## src/rtl/stopwatch_pkg.sv

```systemverilog
// Shared types and constants for the MM:SS stopwatch controller and its BCD digit counters.
package stopwatch_pkg;

   typedef enum logic [1:0] {
      ST_RUN    = 2'd0,
      ST_PAUSED = 2'd1,
      ST_ADJUST = 2'd2
   } state_t;

   localparam int DIGIT_W      = 4;
   localparam int SEC_TENS_MAX = 5;
   localparam int SEC_ONES_MAX = 9;

   // digit_blank bit positions, MSB is the leftmost display digit
   localparam int BLANK_MIN_TENS = 3;
   localparam int BLANK_MIN_ONES = 2;
   localparam int BLANK_SEC_TENS = 1;
   localparam int BLANK_SEC_ONES = 0;

   function automatic logic [3:0] field_mask(input logic sel_sec);
      logic [3:0] mask;
      mask = '0;
      if (sel_sec) begin
         mask[BLANK_SEC_TENS] = 1'b1;
         mask[BLANK_SEC_ONES] = 1'b1;
      end else begin
         mask[BLANK_MIN_TENS] = 1'b1;
         mask[BLANK_MIN_ONES] = 1'b1;
      end
      return mask;
   endfunction

endpackage

```

## src/rtl/bcd_digit_counter.sv

```systemverilog
// Single mod-N BCD digit: clr beats inc, carry is high on the inc that wraps N-1 to 0.
// Latency: count registered, carry combinational from inc. No backpressure.
module bcd_digit_counter
   import stopwatch_pkg::*;
#(
   parameter int N = 10
) (
   input  logic               sys_clk,
   input  logic               rst,
   input  logic               clr,
   input  logic               inc,
   output logic [DIGIT_W-1:0] cnt,
   output logic               carry
);

   localparam logic [DIGIT_W-1:0] TOP = DIGIT_W'(N - 1);

   always_ff @(posedge sys_clk) begin
      if (rst || clr) begin
         cnt <= '0;
      end else if (inc) begin
         cnt <= (cnt == TOP) ? '0 : cnt + 1'b1;
      end
   end

   assign carry = inc & (cnt == TOP);

endmodule

```

## src/rtl/stopwatch_ctrl.sv

```systemverilog
// MM:SS BCD stopwatch sequencer (run/pause/clear/adjust); STOPWATCH_LAP_EN adds a lap-hold snapshot.
// Latency: divider edges and buttons are reflected on outputs one sys_clk after being sampled.
// Backpressure: none; every input is consumed in the cycle it is sampled.
module stopwatch_ctrl
   import stopwatch_pkg::*;
#(
   parameter int MIN_WRAP     = 99,
   parameter bit START_PAUSED = 1'b0
) (
   input  logic       sys_clk,
   input  logic       rst,
   input  logic       onehz_clk,
   input  logic       twohz_clk,
   input  logic       blink_clk,
   input  logic       pause_btn,
   input  logic       clear_btn,
   input  logic       adj,
   input  logic       sel,
   input  logic       lap_btn,
   output logic [3:0] min_tens,
   output logic [3:0] min_ones,
   output logic [3:0] sec_tens,
   output logic [3:0] sec_ones,
   output logic [3:0] digit_blank,
   output logic       running
);

   localparam state_t             RESET_STATE = START_PAUSED ? ST_PAUSED : ST_RUN;
   localparam logic [DIGIT_W-1:0] WRAP_TENS   = DIGIT_W'(MIN_WRAP / 10);
   localparam logic [DIGIT_W-1:0] WRAP_ONES   = DIGIT_W'(MIN_WRAP % 10);

   logic   prev1, prev2, prev_blink;
   logic   tick1, tick2;
   state_t state_q, state_nxt;

   always_ff @(posedge sys_clk) begin
      if (rst) begin
         prev1      <= 1'b0;
         prev2      <= 1'b0;
         prev_blink <= 1'b0;
      end else begin
         prev1      <= onehz_clk;
         prev2      <= twohz_clk;
         prev_blink <= blink_clk;
      end
   end

   assign tick1 = onehz_clk & ~prev1;
   assign tick2 = twohz_clk & ~prev2;

   always_ff @(posedge sys_clk) begin
      if (rst) state_q <= RESET_STATE;
      else     state_q <= state_nxt;
   end

   always_comb begin
      state_nxt = state_q;
      case (state_q)
         ST_RUN: begin
            if (adj)            state_nxt = ST_ADJUST;
            else if (pause_btn) state_nxt = ST_PAUSED;
         end
         ST_PAUSED: begin
            if (adj)            state_nxt = ST_ADJUST;
            else if (pause_btn) state_nxt = ST_RUN;
         end
         ST_ADJUST: begin
            if (!adj)           state_nxt = ST_PAUSED;
         end
         default:               state_nxt = RESET_STATE;
      endcase
   end

   logic [DIGIT_W-1:0] live_mt, live_mo, live_st, live_so;
   logic               so_carry, st_carry, mo_carry, mt_carry_unused;
   logic               sec_inc, min_inc, min_at_wrap, min_clr;

   // Adjust increments one field only: seconds carry never reaches minutes outside RUN.
   assign sec_inc     = ((state_q == ST_RUN) & tick1) | ((state_q == ST_ADJUST) & tick2 & sel);
   assign min_inc     = ((state_q == ST_RUN) & st_carry) | ((state_q == ST_ADJUST) & tick2 & ~sel);
   assign min_at_wrap = (live_mt == WRAP_TENS) && (live_mo == WRAP_ONES);
   assign min_clr     = clear_btn | (min_inc & min_at_wrap);

   bcd_digit_counter #(.N(SEC_ONES_MAX + 1)) u_sec_ones (
      .sys_clk(sys_clk), .rst(rst), .clr(clear_btn), .inc(sec_inc),
      .cnt(live_so), .carry(so_carry)
   );

   bcd_digit_counter #(.N(SEC_TENS_MAX + 1)) u_sec_tens (
      .sys_clk(sys_clk), .rst(rst), .clr(clear_btn), .inc(so_carry),
      .cnt(live_st), .carry(st_carry)
   );

   bcd_digit_counter #(.N(10)) u_min_ones (
      .sys_clk(sys_clk), .rst(rst), .clr(min_clr), .inc(min_inc),
      .cnt(live_mo), .carry(mo_carry)
   );

   bcd_digit_counter #(.N(10)) u_min_tens (
      .sys_clk(sys_clk), .rst(rst), .clr(min_clr), .inc(mo_carry),
      .cnt(live_mt), .carry(mt_carry_unused)
   );

   always_ff @(posedge sys_clk) begin
      if (rst)                                      digit_blank <= '0;
      else if ((state_nxt == ST_ADJUST) && blink_clk) digit_blank <= field_mask(sel);
      else                                          digit_blank <= '0;
   end

   assign running = (state_q == ST_RUN);

   logic [4*DIGIT_W-1:0] live;
   assign live = {live_mt, live_mo, live_st, live_so};

`ifdef STOPWATCH_LAP_EN
   logic                 lap_hold;
   logic [4*DIGIT_W-1:0] snap;

   always_ff @(posedge sys_clk) begin
      if (rst) begin
         lap_hold <= 1'b0;
         snap     <= '0;
      end else if (clear_btn || (state_nxt == ST_ADJUST)) begin
         lap_hold <= 1'b0;
      end else if (lap_btn && (state_q != ST_ADJUST)) begin
         lap_hold <= ~lap_hold;
         if (!lap_hold) snap <= live;
      end
   end

   assign {min_tens, min_ones, sec_tens, sec_ones} = lap_hold ? snap : live;
`else
   logic lap_unused;
   assign lap_unused = lap_btn;
   assign {min_tens, min_ones, sec_tens, sec_ones} = live;
`endif

   logic blink_unused;
   assign blink_unused = prev_blink;

endmodule

```

## config.mk

```make
export PLATFORM = sky130hd
export DESIGN_NAME = stopwatch_ctrl
export DESIGN_NICKNAME = d
export VERILOG_FILES = /design/src/rtl/stopwatch_pkg.sv /design/src/rtl/bcd_digit_counter.sv /design/src/rtl/stopwatch_ctrl.sv
export SDC_FILE = /design/constraint.sdc
export NUM_CORES = 1
export LEC_CHECK = 0
export CAP_MARGIN = 5
export CORE_ASPECT_RATIO = 2
export CORE_MARGIN = 5
export CORE_UTILIZATION = 36
export CTS_CLUSTER_SIZE = 28
export DETAILED_ROUTE_END_ITERATION = 10
export PLACE_DENSITY = 0.61
export SKIP_CTS_REPAIR_TIMING = 1
export SLEW_MARGIN = 20
export SYNTH_ARGS = -nofsm -noshare
export SYNTH_HDL_FRONTEND = slang
export SYNTH_SLANG_ARGS = --single-unit
```

## constraint.sdc

```tcl
create_clock -name sys_clk -period 3.2 [get_ports sys_clk]
set_clock_uncertainty 0.2 [all_clocks]
set_input_delay 0.64 -clock sys_clk [delete_from_list [all_inputs] [get_ports sys_clk]]
set_output_delay 0.64 -clock sys_clk [all_outputs]
set_load 0.1 [all_outputs]
```

==> summary.md <==
| Metric | Value |
|---|---|
| Critical Path RT | 3200 ps |
| Iteration-0 DRC Markers | 25 |
| Outcome | finished, final reports clean |
| Vias/cell | 5.350 |
| Met2 WL | 1434 um |
| PD cells | 401.9 nW/um2 |
| Worst Setup End Kind | flop |
| ANT nets after route | 0 |
| Drt total wl | 2570 um |
| Clk root buf | clkbuf_8 |
| Max-slew violations | 0 |
| Routability cong. | 0.7591 |
| Largest net degree at the start of global routing | 16 |
| Worst endpoint data arrival time | 2570 ps |
| Post-route clock period utilization | 80.56% |
| Largest area contributor in the netlist | dfxtp_1 |
| Pint | 409.5 uW |
| Main flop type after synthesis | dfxtp_1 |
| Ant diodes | 0 |
| Sequential area share after synthesis | 42.26% |
| Syn Std Cell Area | 1042 um2 |
| CTS buffer count | 3 |
| Die Wd | 48.05 um |
| I/O Buffers | 29 |
| Row cnt | 27 |
| Endpoints failing hold | 0 |
| Initial core utilization | 37.62% |
| Final Setup Violations | 0 |
| Placed cell count | 179 |
| Fin cells | 183 |
| Post-synth top area share | 42.26% |
| Top sig layer | met4 |
| Pre-antenna DRT Iters | 4 |
| Wire length of the first global-routing pass | 4257 um |
| Post-layout nets | 165 |
| Initial antenna violation count | 0 |
| Synthesized flop and latch total | 22 |
| Length of routed wiring on met1 | 948 um |
| Avg Synthesized Cell Area | 8.405 um2 |
| R2R cell count | 6 |
| # H-tree levels | 1 |
| Synth warn | 0 |
| Proportion of power drawn by the clock network | 36.7% |
| Synth Net Count | 134 |
| CTS tree | yes |
| Clock net sink count | 22 |
| Setup TNS | 0 ps |
| Number of synthesized flops with an enable pin | 0 |
| Max-Cap Viols | 0 |
| Synth cell types | 37 |
| Worst setup path endpoint | u_sec_tens.cnt[1] |
| Share of layout cells above drive strength 1 | 20.13% |
| Total track usage | 13.71% |
| Seq pwr share | 51.7% |
| Min-Delay Path Class | reg2reg |
| Register-to-Register Setup Slack | 990 ps |
| Highest clock rate | 0.3879 GHz |
| Global route total overflow | 0 |
| Setup slack after layout | 622.2 ps |
| Synth top area cells | dfxtp_1, a21oi_1, nor2b_1, nor2_1, nand2_1 |
| LEAKAGE | 0.0005348 uW |
| Clock Pin Slew Worst Setup and Hold Paths | 80 ps |
| CP Launch Point | onehz_clk |
| DP HPWL | 1963 um |
| Deepest clock path buffer count | 2 |
| Dpl ws | 357.3 ps |
| DRC | 0 |
| Design Power | 546.1 uW |
| Met3 wire length | 138 um |
| Drt wl/cell | 14.04 um |
| Critical path fanouts, max | 11 |
| CORE AREA | 2770 um2 |
| Worst skew pair latency | 260 ps |
| Vias in the first global route | 986 |
| Net Sw Frac | 25.02% |
| Synthesis-to-finish area growth | 30.37% |
| I/O Pins | 31 |
| Unrepaired setup endpoints after global routing | false |
| Worst slew pin tran | 540.4 ps |
| Via count | 979 |
| Switching pwr | 136.6 uW |
| Rel. slew slack | 63.90% |
| Die H | 86.09 um |
| Comb power frac | 11.5% |
| Synth Instances | 124 |
| Capturing point of the worst reg2reg path | u_sec_tens.cnt[1] |
| Die Area | 4136 um2 |
| RR Startpoint | state_q[1] |
| Crit path kind | in2reg |
| Min Hold Slack | 304.6 ps |
| Async SR Flop Fraction | 0% |
| Min Tclk post-route | 2578 ps |
| Worst VDD drop | 162.5 uV |
| Crit start category | input pin |
worst max-delay path, stage by stage:
cell and delay, ps:
clkdlybuf4s50_1 470, or4b_4 470, o22ai_2 170, buf_4 210, nand3_1 150, or3_1 330
a21oi_1 120
cells in the mapped netlist (3+ instances only):
| cell | n |
|---|---|
| dfxtp_1 | 22 |
| nor2_1 | 13 |
| a21oi_1 | 11 |
| nand2_1 | 11 |
| nor2b_1 | 8 |
| inv_1 | 7 |
| nor3b_1 | 4 |
| o31ai_1 | 4 |
| and3_1 | 3 |
| nand3_1 | 3 |
| o21ai_0 | 3 |
| or3_1 | 3 |
how the worst min path moves through the flow:
stage,start,to,slack (ps),cells after the start
2_1_floorplan,state_q[1],state_q[1],330,1
3_3_place_gp,u_sec_ones.cnt[3],u_sec_ones.cnt[3],290,2
3_5_place_dp,u_min_ones.cnt[1],u_min_ones.cnt[1],290,2
4_1_cts,u_min_ones.cnt[1],u_min_ones.cnt[1],310,2
5_1_grt,u_min_ones.cnt[1],u_min_ones.cnt[1],330,2
6_report,u_sec_ones.cnt[3],u_sec_ones.cnt[3],300,2
area by class of cell:
| cell class | instances | area [um2] |
|---|---|---|
| clock buffer | 4 | 55.05 |
| fill | 278 | 1411 |
| inverter | 7 | 26.28 |
| multi-input combinational | 90 | 548.0 |
| sequential | 22 | 440.4 |
| tap | 29 | 36.28 |
| timing repair buffer | 31 | 252.7 |
cells in the final DEF, fill, tap and decap left out:
cell type	instances
or4b_4	1
inv_1	7
nand3_1	3
nor4bb_1	1
and4b_1	1
o22ai_2	1
mux2i_1	1
o21ai_0	3
a41oi_1	1
clkdlybuf4s50_1	8
a211oi_1	1
nand4bb_1	1
dfxtp_1	22
nand2_1	11
and4_1	1
nor2b_1	8
nor3b_1	4
o21ai_1	2
a21oi_2	1
or2_2	1
nor2_1	13
clkbuf_8	4
nor4b_1	1
o31ai_1	4
a21o_1	2
xor2_1	2
o211ai_1	1
and3_1	3
o32ai_1	1
or4_1	1
or3_1	3
a21oi_1	11
xnor2_1	2
nand4_1	1
buf_4	23
nor3_1	2
a31o_1	1
registers in the layout, indices dropped and copies added (netlist names):
signal and count:
u_min_ones.cnt 4, state_q 2, u_sec_tens.cnt 4, digit_blank 2, prev1 1, u_min_tens.cnt 4, u_sec_ones.cnt 4, prev2 1
metal layers:
layer	up-vias	global-route usage, %
li1	496	-
met1	456	14.45
met2	22	25.09
met3	5	1.891
met4	0	5.147
met5	-	0
power by group through the flow:
stage | registers [uW] | logic (uW) | clock network, uW
after detailed placement | 289 | 63.4 | 0
after CTS | 283 | 63.7 | 208
after global placement | 289 | 63.2 | 0
final | 282 | 63.1 | 201
after floorplan | 299 | 32.5 | 0
after global routing | 283 | 66.9 | 222
metrics by stage:
| step | instance area (um2) | utilization, % |
|---|---|---|
| after CTS | 1359 | 49.05 |
| after global placement | 1304 | 47.06 |
| after global routing | 1359 | 49.05 |
| after detailed placement | 1304 | 47.06 |
| after floorplan | 1042 | - |
| final | 1359 | 49.05 |
logic make-up (layout without fill, tap and decap cells):
family,Yosys count,count (layout),share of synthesized area (%)
XOR/XNOR,4,4,3.362
flip-flops,22,22,42.26
buffers and inverters,12,42,5.162
AO/OA/AOI/OAI,29,29,18.01
AND/OR/NAND/NOR,56,56,30.25
multiplexers,1,1,0.9604
(Power assumes the default switching activity.)
